**src/rtl/icache_direct_pkg.sv**
```systemverilog
// Shared cache types: word type, fetch-address overlay, frame layout and icache FSM states.
// The struct widths here match the default 16-frame geometry.
package icache_direct_pkg;

    typedef logic [31:0] word_t;

    localparam int ICACHE_NFRAMES = 16;
    localparam int ICACHE_IDXW    = $clog2(ICACHE_NFRAMES);
    localparam int ICACHE_TAGW    = 30 - ICACHE_IDXW;

    typedef struct packed {
        logic [ICACHE_TAGW-1:0] tag;
        logic [ICACHE_IDXW-1:0] idx;
        logic [1:0]             bytoff;
    } icachef_t;

    typedef struct packed {
        logic                   valid;
        logic [ICACHE_TAGW-1:0] tag;
        word_t                  data;
    } icache_frame_t;

    typedef enum logic {
        IDLE,
        FETCH
    } icache_state_t;

endpackage

```
**src/rtl/icache_direct.sv**
```systemverilog
// Direct-mapped, read-only instruction cache: combinational hit path, one-word fill on miss.
// The frame array and the IDLE/FETCH controller live together in this module.
module icache_direct
    import icache_direct_pkg::*;
#(
    parameter int NFRAMES = ICACHE_NFRAMES
) (
    input  logic  CLK,
    input  logic  RST,
    input  logic  imemREN,
    input  word_t imemaddr,
    output word_t imemload,
    output logic  ihit,
    output logic  iREN,
    output word_t iaddr,
    input  word_t iload,
    input  logic  iwait
);

    localparam int IDXW = $clog2(NFRAMES);
    localparam int TAGW = 30 - IDXW;

    // Local copies of the package overlays, sized for this instance's NFRAMES.
    typedef struct packed {
        logic [TAGW-1:0] tag;
        logic [IDXW-1:0] idx;
        logic [1:0]      bytoff;
    } addr_t;

    typedef struct packed {
        logic            valid;
        logic [TAGW-1:0] tag;
        word_t           data;
    } frame_t;

    frame_t        frames [NFRAMES];
    icache_state_t state, next_state;
    addr_t         req, miss;
    frame_t        cur;
    logic          hit, fill;

    assign req = addr_t'(imemaddr);
    assign cur = frames[req.idx];
    assign hit = imemREN && cur.valid && (cur.tag == req.tag);

    logic unused_bytoff;
    assign unused_bytoff = &{1'b0, req.bytoff};

    always_ff @(posedge CLK or posedge RST) begin
        if (RST) begin
            state <= IDLE;
            miss  <= '0;
        end else begin
            state <= next_state;
            if (state == IDLE && imemREN && !hit)
                miss <= addr_t'({imemaddr[31:2], 2'b00});
        end
    end

    // Fill always targets the latched miss address, never the live fetch address.
    always_ff @(posedge CLK or posedge RST) begin
        if (RST) begin
            for (int i = 0; i < NFRAMES; i++)
                frames[i].valid <= 1'b0;
        end else if (fill) begin
            frames[miss.idx] <= '{valid: 1'b1, tag: miss.tag, data: iload};
        end
    end

    always_comb begin
        next_state = state;
        ihit       = 1'b0;
        imemload   = '0;
        iREN       = 1'b0;
        iaddr      = '0;
        fill       = 1'b0;
        unique case (state)
            IDLE: begin
                if (hit) begin
                    ihit     = 1'b1;
                    imemload = cur.data;
                end else if (imemREN) begin
                    next_state = FETCH;
                end
            end
            FETCH: begin
                iREN  = 1'b1;
                iaddr = word_t'(miss);
                if (!iwait) begin
                    fill       = 1'b1;
                    next_state = IDLE;
                end
            end
            default: next_state = IDLE;
        endcase
    end

endmodule

```
**config.mk**
```make
export PLATFORM = sky130hd
export DESIGN_NAME = icache_direct
export DESIGN_NICKNAME = d
export VERILOG_FILES = /design/src/rtl/icache_direct_pkg.sv /design/src/rtl/icache_direct.sv
export SDC_FILE = /design/constraint.sdc
export NUM_CORES = 1
export LEC_CHECK = 0
export CORE_MARGIN = 2
export CORE_UTILIZATION = 31
export DETAILED_ROUTE_END_ITERATION = 8
export PLACE_DENSITY = 0.44
export RECOVER_POWER = 100
export SLEW_MARGIN = 20
export SYNTH_ARGS = -nofsm -noshare
export SYNTH_HDL_FRONTEND = slang
export SYNTH_SLANG_ARGS = --single-unit
```
**constraint.sdc**
```tcl
create_clock -name CLK -period 12.1 [get_ports CLK]
set_input_delay 1.21 -clock CLK [delete_from_list [all_inputs] [get_ports CLK]]
set_output_delay 1.21 -clock CLK [all_outputs]
set_load 0.005 [all_outputs]
```
==> reports/results.txt <==
Post-CTS Setup Bufs: 0
Synth area leaders: sky130_fd_sc_hd__edfxtp_1 71%, sky130_fd_sc_hd__mux4_2 14%, sky130_fd_sc_hd__dfrtp_1 3.0%, sky130_fd_sc_hd__mux2i_1 1.8%, sky130_fd_sc_hd__nand2_1 1.0%
Final estimated routing congestion in global placement: 0.7332
Core region area: 125600 sq um
Total instance count after detailed placement: 3583
Achievable frequency: 0.1067 GHz
Seq/Total Area, Yosys: 0.7413
Synth Cell Area: 39180 sq um
DRC violation count after routing: 0
Number of nets in the layout: 2111
Maximum number of pins on one net before global-route repair: 112
Detailed router's first-iteration violation count: 1588
Synthesized instance count: 1873
Width of the die: 359.5 microns
Total global routing track utilization: 0.1562
Outcome: finished, violations left
Detail-routed net length per standard cell: 26.80 microns
Failing checks: max-capacitance violations, max-slew violations
Top fanout value on the critical path: 79
Total die area: 129200 sq um
Synthesis-stage register bit count: 975
Req. time, crit path: 10890 ps
Proportion of total power due to net switching: 0.2275
Layout overhead on the synthesized area: 16.62%
Hold Violations, Final: 0
Post-detailed-route count of antenna-violating nets: 0
Non-filler cells, final: 3785
Number of CTS-inserted buffers: 108
Clock Sinks: 975
Biggest area consumer among synthesized cells: sky130_fd_sc_hd__edfxtp_1
Drt total wl: 101400 microns
I/O Buffers: 129
Cts hold-fix bufs: 0
Destination of the critical timing path: imemload[28]
Share of synthesized area spent on multiplexers: 0.1678
Detailed placement HPWL: 52990 microns
Clk Latency, worst-skew pair: 680 ps
Leading register cell type out of synthesis: sky130_fd_sc_hd__edfxtp_1
Reg-to-reg slack, setup: 4590 ps
Number of max-slew violations in the final report: 979
Layout cells sized above 1: 0.2116
Net Sw Power: 1.788 mW
Number of enable flip-flop cells after synthesis: 928
RSZ-0062 raised after global routing: false
Post-synthesis compound-gate area fraction: 0.02951
Vias: 19250
Leak pwr: 14.38 nW
Internal power: 6.072 mW
Areal power density over the cells: 172.0 nW/um^2
Most frequent cells in the layout: 928 x sky130_fd_sc_hd__edfxtp_1, 246 x sky130_fd_sc_hd__mux4_2, 111 x sky130_fd_sc_hd__clkbuf_16
Setup Viol. Count Final: 0
Combinational family with the most area after synthesis: multiplexers
Worst Clk Skew: 23.11 ps
Adder and majority cell fraction of the synthesized area: 0
Final global-route overflow total: 0
Worst setup startpoint: imemaddr[4]
Site row count: 130
Drt pass-1 iters: 5
Count of different cell masters after synthesis: 68
Relative contribution of sequential cells to total power: 0.512
Vias per cell: 5.086
Worst reg2reg path depth: 7
Worst path arrival time: 8160 ps
Number of warning messages in the yosys log: 0
Critical path startpoint category: input port
Design area: 45690 sq um
Slew Limit Headroom: -1.720
Most common cell after layout, fill and taps aside: sky130_fd_sc_hd__edfxtp_1
Number of gates given a new drive strength after cts: 0
Relative contribution of combinational cells to total power: 0.068
Xor/xnor share of the synthesized area: 0.007377
Minimum clock period after layout: 9372 ps
Clock tree from TritonCTS: built
Clock share of power: 0.419
Worst-case vdd ir drop: 119.5 uV
Period utilization: 0.7746
Area share of the largest cell type after synthesis: 0.7113
Class of the tightest hold or removal check: reg -> reg
Post-placement worst setup slack: 4016 ps
Endpoint type of the worst setup path: output pin
Count of maximum capacitance violations: 31
Number of antenna violations at the first check in global routing: 15
Clock-pin slew on the worst setup and hold paths: 60 ps
Post-synth ARST share: 0.04821
Clock root cell: sky130_fd_sc_hd__clkbuf_16
Placed cell areas: 42370 sq um
Floorplan die height: 359.5 microns
Worst setup slack after layout: 2728 ps
Setup_tns: 0 ps
Min Hold Slack: 454.9 ps
Post-synthesis share of cell area spent on and, or, nand and nor gates: 0.03666
Critical path type: in -> out
Measured slew at the worst slew-check pin: 4080 ps
Vias in the first global route: 20180
Per-instance average area after synthesis: 20.92 sq um
Maximum count of clock buffers along a single path: 3
Origin of the worst min-delay path: frames[530]
Number of primary I/O pins: 134
First-pass GRT wire length: 146000 microns
Endpoint of the worst register-to-register path: frames[623]
Starting Density: 0.3120
CTS H-tree depth: 3
Startpoint of the lowest-slack register-to-register path: state
-- power groups by stage --
stage          combinational, mW  clock (mW)  sequential [mW]
6_report                   0.538        3.29             4.03
2_1_floorplan              0.350           0             4.02
4_1_cts                    0.567        3.38             4.03
3_3_place_gp               0.556           0             4.08
5_1_grt                    0.587        3.51             4.05
3_5_place_dp               0.566           0             4.10
-- how the worst min path moves through the flow --
stage	cells after the start	slack [ps]	end
final	1	450	frames[530]
after global routing	1	470	frames[530]
after CTS	1	460	frames[530]
after detailed placement	1	440	frames[530]
after global placement	1	440	frames[589]
after floorplan	1	420	frames[353]
-- cell type report --
cell class	count	area [sq um]
Multi-Input combinational cell	781	9437
Sequential cell	975	29040
Clock buffer	131	2853
Inverter	4	15.01
Fill cell	11640	79880
Antenna cell	4	10.01
Timing Repair Buffer	173	1545
Clock inverter	67	721.9
Tap cell	1650	2064
-- metal layers --
layer / vias to the layer above / track usage / part of all wire
li1: 8138 / - / -
met1: 10480 / 0.2260 / 0.47
met4: 18 / 0.03435 / 0.019
met5: - / 0 / 0.0010
met2: 463 / 0.2472 / 0.47
met3: 150 / 0.02694 / 0.046
-- kinds of logic (layout without fill, tap and decap cells) --
| family | Yosys count | in the layout |
|---|---|---|
| flops | 975 | 975 |
| mux | 331 | 331 |
| simple gates | 268 | 268 |
| compound gates | 147 | 147 |
| buf+inv | 118 | 375 |
| xor+xnor | 33 | 33 |
| other cells | 1 | 6 |
-- metrics by stage --
step                      power, mW  utilization
final                         7.860       0.3639
after global routing          8.147       0.3638
after CTS                     7.977       0.3659
after detailed placement      4.664       0.3374
after global placement        4.637       0.3374
after floorplan               4.370            -
-- registers in the layout, summed over array words and instances, names as in the netlist --
signal	cells
miss	30
state	1
frames	944
-- cell usage after synthesis, types with 4 or more instances --
| cell | number |
|---|---|
| sky130_fd_sc_hd__a21o_1 | 12 |
| sky130_fd_sc_hd__a21oi_1 | 6 |
| sky130_fd_sc_hd__a22o_1 | 4 |
| sky130_fd_sc_hd__a22oi_1 | 8 |
| sky130_fd_sc_hd__a31oi_1 | 29 |
| sky130_fd_sc_hd__and2_1 | 32 |
| sky130_fd_sc_hd__buf_1 | 16 |
| sky130_fd_sc_hd__buf_12 | 5 |
| sky130_fd_sc_hd__buf_2 | 14 |
| sky130_fd_sc_hd__buf_4 | 12 |
| sky130_fd_sc_hd__buf_6 | 9 |
| sky130_fd_sc_hd__clkbuf_1 | 56 |
| sky130_fd_sc_hd__dfrtp_1 | 47 |
| sky130_fd_sc_hd__edfxtp_1 | 928 |
| sky130_fd_sc_hd__mux2_2 | 4 |
| sky130_fd_sc_hd__mux2i_1 | 70 |
| sky130_fd_sc_hd__mux4_1 | 10 |
| sky130_fd_sc_hd__mux4_2 | 246 |
| sky130_fd_sc_hd__nand2_1 | 106 |
| sky130_fd_sc_hd__nand3_1 | 5 |
| sky130_fd_sc_hd__nor2_1 | 28 |
| sky130_fd_sc_hd__nor2b_1 | 36 |
| sky130_fd_sc_hd__nor3_1 | 5 |
| sky130_fd_sc_hd__nor4_1 | 4 |
| sky130_fd_sc_hd__o211ai_1 | 4 |
| sky130_fd_sc_hd__o211ai_2 | 27 |
| sky130_fd_sc_hd__o21ai_0 | 32 |
| sky130_fd_sc_hd__o21bai_1 | 4 |
| sky130_fd_sc_hd__or3_1 | 4 |
| sky130_fd_sc_hd__or4_1 | 28 |
| sky130_fd_sc_hd__xnor2_1 | 22 |
| sky130_fd_sc_hd__xor2_1 | 11 |
-- worst max-delay path, stage by stage --
cell and delay (ps):
sky130_fd_sc_hd__buf_8 550, sky130_fd_sc_hd__buf_4 880, sky130_fd_sc_hd__mux2i_1 270, sky130_fd_sc_hd__a22oi_1 120
sky130_fd_sc_hd__and3_1 200, sky130_fd_sc_hd__nor4_1 870, sky130_fd_sc_hd__nand4b_1 180, sky130_fd_sc_hd__nor3_1 340
sky130_fd_sc_hd__nand4b_1 1870, sky130_fd_sc_hd__nor2b_1 720, sky130_fd_sc_hd__dlygate4sd3_1 640
Note: power is estimated with default switching activity, not from simulation.
